File: src/rtl/uart_pkg.sv
// Shared types and constants for the UART transmitter slice.
package uart_pkg;

   typedef enum logic [2:0] {StIdle, StStart, StData, StParity, StStop} state_e;

   localparam int unsigned DATA_MIN   = 5;
   localparam int unsigned DATA_MAX   = 8;
   localparam int unsigned MIN_PERIOD = 2;
   localparam int unsigned PERIOD_W   = 14;

   // XOR of the first 'size' data bits, inverted for odd parity.
   function automatic logic calc_parity(logic [7:0] data, logic [3:0] size, logic odd);
      logic p;
      p = odd;
      for (int i = 0; i < 8; i++) begin
         if (i < int'(size)) p = p ^ data[i];
      end
      return p;
   endfunction

endpackage

File: src/rtl/tx_bit_timer.sv
// Bit-period counter: pulses bit_tick_o on the cycle the count reaches limit_i.
module tx_bit_timer
   import uart_pkg::*;
(
   input  logic                clk,
   input  logic                rst,
   input  logic                clr_i,
   input  logic                en_i,
   input  logic [PERIOD_W-1:0] limit_i,
   output logic                bit_tick_o
);

   logic [PERIOD_W-1:0] cnt_q, cnt_d;

   assign bit_tick_o = en_i && (cnt_q == limit_i);

   always_comb begin
      cnt_d = cnt_q;
      if (clr_i) begin
         cnt_d = '0;
      end else if (en_i) begin
         cnt_d = bit_tick_o ? '0 : cnt_q + 14'd1;
      end
   end

   always_ff @(posedge clk) begin
      if (rst) cnt_q <= '0;
      else     cnt_q <= cnt_d;
   end

endmodule

File: src/rtl/uart_transmitter.sv
// UART frame transmitter: start, 5..8 data bits LSB first, optional parity, one stop bit.
module uart_transmitter
   import uart_pkg::*;
(
   input  logic                clk,
   input  logic                rst,
   input  logic                tx_start,
   input  logic [7:0]          tx_data,
   input  logic [PERIOD_W-1:0] bit_period,
   input  logic [3:0]          data_size,
   input  logic                parity_en,
   input  logic                parity_odd,
   output logic                tx_out,
   output logic                tx_busy,
   output logic                tx_done
);

   state_e              state_q, state_d;
   logic [7:0]          data_q, data_d;
   logic [PERIOD_W-1:0] period_q, period_d;
   logic [3:0]          size_q, size_d;
   logic                par_en_q, par_en_d;
   logic                par_odd_q, par_odd_d;
   logic [2:0]          bit_idx_q, bit_idx_d;
   logic                tx_out_q, tx_out_d;
   logic                tx_done_q, tx_done_d;

   logic                bit_tick;
   logic                last_bit;
   logic [PERIOD_W-1:0] tick_limit;

   // Stop lasts one clock short; the tx_done idle cycle completes the stop bit.
   assign tick_limit = (state_q == StStop) ? period_q - 14'd2 : period_q - 14'd1;
   assign last_bit   = (bit_idx_q == 3'(size_q - 4'd1));

   tx_bit_timer u_timer (
      .clk        (clk),
      .rst        (rst),
      .clr_i      (state_q == StIdle),
      .en_i       (state_q != StIdle),
      .limit_i    (tick_limit),
      .bit_tick_o (bit_tick)
   );

   always_ff @(posedge clk) begin
      if (rst) begin
         state_q   <= StIdle;
         data_q    <= '0;
         period_q  <= 14'(MIN_PERIOD);
         size_q    <= 4'(DATA_MAX);
         par_en_q  <= 1'b0;
         par_odd_q <= 1'b0;
         bit_idx_q <= '0;
         tx_out_q  <= 1'b1;
         tx_done_q <= 1'b0;
      end else begin
         state_q   <= state_d;
         data_q    <= data_d;
         period_q  <= period_d;
         size_q    <= size_d;
         par_en_q  <= par_en_d;
         par_odd_q <= par_odd_d;
         bit_idx_q <= bit_idx_d;
         tx_out_q  <= tx_out_d;
         tx_done_q <= tx_done_d;
      end
   end

   always_comb begin
      state_d   = state_q;
      data_d    = data_q;
      period_d  = period_q;
      size_d    = size_q;
      par_en_d  = par_en_q;
      par_odd_d = par_odd_q;
      bit_idx_d = bit_idx_q;
      case (state_q)
         StIdle: begin
            if (tx_start) begin
               state_d   = StStart;
               data_d    = tx_data;
               period_d  = (bit_period < 14'(MIN_PERIOD)) ? 14'(MIN_PERIOD) : bit_period;
               size_d    = (data_size < 4'(DATA_MIN) || data_size > 4'(DATA_MAX)) ?
                           4'(DATA_MAX) : data_size;
               par_en_d  = parity_en;
               par_odd_d = parity_odd;
               bit_idx_d = '0;
            end
         end
         StStart: begin
            if (bit_tick) begin
               state_d   = StData;
               bit_idx_d = '0;
            end
         end
         StData: begin
            if (bit_tick) begin
               if (last_bit) state_d = par_en_q ? StParity : StStop;
               else          bit_idx_d = bit_idx_q + 3'd1;
            end
         end
         StParity: if (bit_tick) state_d = StStop;
         StStop:   if (bit_tick) state_d = StIdle;
         default:  state_d = StIdle;
      endcase
   end

   always_comb begin
      tx_done_d = (state_q == StStop) && bit_tick;
      case (state_d)
         StStart:  tx_out_d = 1'b0;
         StData:   tx_out_d = data_q[bit_idx_d];
         StParity: tx_out_d = calc_parity(data_q, size_q, par_odd_q);
         default:  tx_out_d = 1'b1;
      endcase
   end

   assign tx_out  = tx_out_q;
   assign tx_done = tx_done_q;
   assign tx_busy = (state_q != StIdle);

endmodule

File: config.mk
export PLATFORM = sky130hd
export DESIGN_NAME = uart_transmitter
export DESIGN_NICKNAME = d
export VERILOG_FILES = /design/src/rtl/uart_pkg.sv /design/src/rtl/tx_bit_timer.sv /design/src/rtl/uart_transmitter.sv
export SDC_FILE = /design/constraint.sdc
export NUM_CORES = 1
export LEC_CHECK = 0
export CORE_MARGIN = 2
export CORE_UTILIZATION = 55
export CTS_CLUSTER_SIZE = 30
export DETAILED_ROUTE_END_ITERATION = 8
export MAX_ROUTING_LAYER = met4
export PLACE_DENSITY = 0.75
export SETUP_SLACK_MARGIN = 0.02
export SLEW_MARGIN = 20
export SYNTH_ARGS = -nofsm -noshare
export SYNTH_HDL_FRONTEND = slang
export SYNTH_SLANG_ARGS = --single-unit
File: constraint.sdc
create_clock -name clk -period 4 [get_ports clk]
set_input_delay 0.8 -clock clk [delete_from_list [all_inputs] [get_ports clk]]
set_output_delay 0.8 -clock clk [all_outputs]
set_load 0.01 [all_outputs]
==> flow_metrics.env, run 1 <==
export IMPL_clock_sinks=50
export IMPL_start_util_pct=57.5
export IMPL_fin_util_pct=67.3
export IMPL_worstMarginPinSlew_ns=0.743
export IMPL_layout_cells_non_filler=508
export IMPL_nets=473
export IMPL_area_delta_synth_final_pct=17.1
export IMPL_cts_resized=0
export IMPL_synth_nets=442
export IMPL_p_per_area_nw_per_um2=330
export IMPL_synth_most_common_cell="nand2_1"
export IMPL_num_fill_cells=490
export IMPL_grt_usage_pct=25.6
export IMPL_synth_seq_cells=50
export IMPL_crit_arrival_ns=3.95
export IMPL_synthFlopType="dfxtp_1"
export IMPL_vdd_drop_max_mv=0.219
export IMPL_clk_pin_slew_ns=0.10
export IMPL_placed_area_um2=3580
export IMPL_synth_top_cells_by_count="nand2_1 (68), dfxtp_1 (50), nor2_1 (37)"
export IMPL_avgSynthCellArea_um2=7.89
export IMPL_vias_per_cell=5.86
export IMPL_clock_fmax_ghz=0.266
export IMPL_setup_violations=0
export IMPL_synth_edf_count=0
export IMPL_place_gp_congestion=1.00
export IMPL_cpPeakStageDelay_ns=0.64
export IMPL_synth_cell_types=63
export IMPL_syn_inst=404
export IMPL_fin_crit_sh_pct=93.9
export IMPL_yosys_warnings=0
export IMPL_worstPathMaxFanout=10
export IMPL_cts_max_path_buffers=2
export IMPL_hold_viol=0
export IMPL_cts_buffers=5
export IMPL_setup_slack_ns=0.244
export IMPL_final_cell_area_um2=3730
export IMPL_critical_path_class="flip-flop to flip-flop"
export IMPL_synth_top_area_share_pct=31.4
export IMPL_grt_pass1_wl_mm=12.6
export IMPL_drtIter0Drc=194
export IMPL_root_buffer="clkbuf_8"
export IMPL_die_area_um2=6420
export IMPL_htree_levels=2
export IMPL_grt_max_degree=38
export IMPL_cp_required_ns=4.19
export IMPL_drive_gt1_share_pct=7.34
export IMPL_critical_path_cell_chain="inv_1 > ha_1 > or4b_2 > o211ai_1 > nor4b_1 > o2111ai_2 > nor4_4 > buf_4 > nand3_1 > o41ai_1 > and3_1 > o31ai_2"
export IMPL_seqCellArea_um2=1000
export IMPL_rsz0062_at_grt="false"
export IMPL_port_buffers=33
export IMPL_cts_tree="built"
export IMPL_multi_input_area_um2=2060
export IMPL_cp_start_kind="flip-flop"
export IMPL_antenna_cells=0
export IMPL_yosysTopAreaCell="dfxtp_1"
export IMPL_cts_setup_buffers=0
export IMPL_dpl_worst_slack_ns=0.217
export IMPL_cts_hold_buffers=0
export IMPL_finalMaxSlewViolations=0
export IMPL_outcome="completed"
export IMPL_yosys_top_cells_area="dfxtp_1 (31%), nand2_1 (8.0%), a21oi_1 (5.7%)"
export IMPL_dpl_hpwl_mm=5.69
export IMPL_drcViolationCount=0
export IMPL_cp_end_kind="flip-flop"
export IMPL_via_count=2976
export IMPL_die_h_um=80.1
export IMPL_core_area_um2=5540
export IMPL_row_count=27
export IMPL_async_flop_share_pct=0
export IMPL_grt_overflow_total=0
export IMPL_hold_class="flip-flop to flip-flop"
export IMPL_die_w_um=80.1
export IMPL_syn_area_um2=3190
export IMPL_detail_route_wl_per_cell_um=15.2
export IMPL_antenna_found_initial=0
export IMPL_maxSlewHeadroom_pct=49.8
export IMPL_min_period_ns=3.76
export IMPL_ioPinCount=34
export IMPL_finClkSkew_ns=0.00751
export IMPL_clkLatencyLatePin_ns=0.30
export IMPL_ys_seq_area_share_pct=31.4
export IMPL_place_inst=499
export IMPL_ant_nets=0
export IMPL_cap_violations=0
export IMPL_leakage_nw=1.41
export IMPL_grt_pass1_vias=2660
export IMPL_setup_tns_ns=0
export IMPL_postRouteWirelength_mm=7.74
export IMPL_first_pass_iters=4
export IMPL_crit_slowest_cell="o41ai_1"
## cells in the final DEF (no fill, tap or decap), types with 3 or more instances in the layout
| cell type | n |
|---|---|
| o21ai_0 | 11 |
| and2_1 | 3 |
| nor2_1 | 37 |
| o22ai_1 | 5 |
| a21oi_1 | 36 |
| a211oi_1 | 5 |
| nor3_1 | 10 |
| and4_1 | 4 |
| a31oi_1 | 3 |
| nand2b_1 | 9 |
| mux2i_1 | 8 |
| inv_1 | 12 |
| clkdlybuf4s50_1 | 33 |
| o211ai_1 | 4 |
| nand3_1 | 13 |
| dfxtp_1 | 50 |
| and3_1 | 7 |
| xnor2_1 | 19 |
| clkbuf_8 | 6 |
| nor4_1 | 5 |
| nand2_1 | 68 |
| xor2_1 | 13 |
| nor2b_1 | 11 |
| ha_1 | 7 |
| buf_4 | 8 |
## critical path: cells and delay by family (launching register included)
family	cells	cell delay, ns
AOI/OAI and AO/OA	4	1.05
adders and majority gates	1	0.31
and+or+nand+nor	5	1.55
buffers and inverters	2	0.30
DFF	1	0.42
## registers in the layout, summed over array words and instances (netlist names)
signal,count
bit_idx_q,3
data_q,8
par_en_q,1
par_odd_q,1
period_q,14
size_q,4
state_q,3
tx_done,1
tx_out,1
u_timer.cnt_q,14
## power breakdown
group | internal, mW | switching (mW)
clock | 0.267 | 0.174
sequential | 0.518 | 0.0283
combinational | 0.114 | 0.129
total | 0.899 | 0.331
## through the flow
stage | power, mW | hold slack [ns]
detailed placement | 0.795 | 0.463
global placement | 0.792 | 0.458
finish | 1.23 | 0.472
global route | 1.28 | 0.506
floorplan | 0.712 | 0.446
CTS | 1.23 | 0.476
## layer usage
metal	vias up	track usage [%]	share of wire [%]
met5	-	-	0
met4	0	7.63	1.5
met3	11	2.92	5.8
met2	108	36.9	44
met1	1366	37.5	49
li1	1491	-	-
## cell families (layout without fill, tap and decap cells)
| logic type | Yosys count | in the layout | share of synthesized area, % |
|---|---|---|---|
| AOI/OAI and AO/OA | 90 | 90 | 20.0 |
| DFF | 50 | 50 | 31.4 |
| buffers and inverters | 29 | 61 | 3.89 |
| adders and majority gates | 7 | 7 | 2.75 |
| xor gates and xnor gates | 32 | 32 | 8.80 |
| muxes | 10 | 10 | 3.34 |
| and+or+nand+nor | 186 | 186 | 29.8 |
## cell type report
cell class,instances,share of cell area [%]
multi-input cells,325,55.2
clock buffers,6,2.21
clock inverters,2,1.61
flip-flops and latches,50,26.8
inverters,12,1.21
repair buffers,41,10.5
well taps,72,2.42
## final timing paths
path,start,cells after the start,slack [ns],end
max reg2reg,period_q[1],12,0.24,tx_out
min reg2reg,par_odd_q,2,0.47,par_odd_q
max,period_q[1],12,0.24,tx_out
min,par_odd_q,2,0.47,par_odd_q
(Power assumes the default switching activity.)
==> inputs of run 2 (changes only) <==
Settings changed: SLEW_MARGIN 20 to 5.
==> results of run 2 <==
The final DEF is identical to that of run 1; final timing and power are the same.
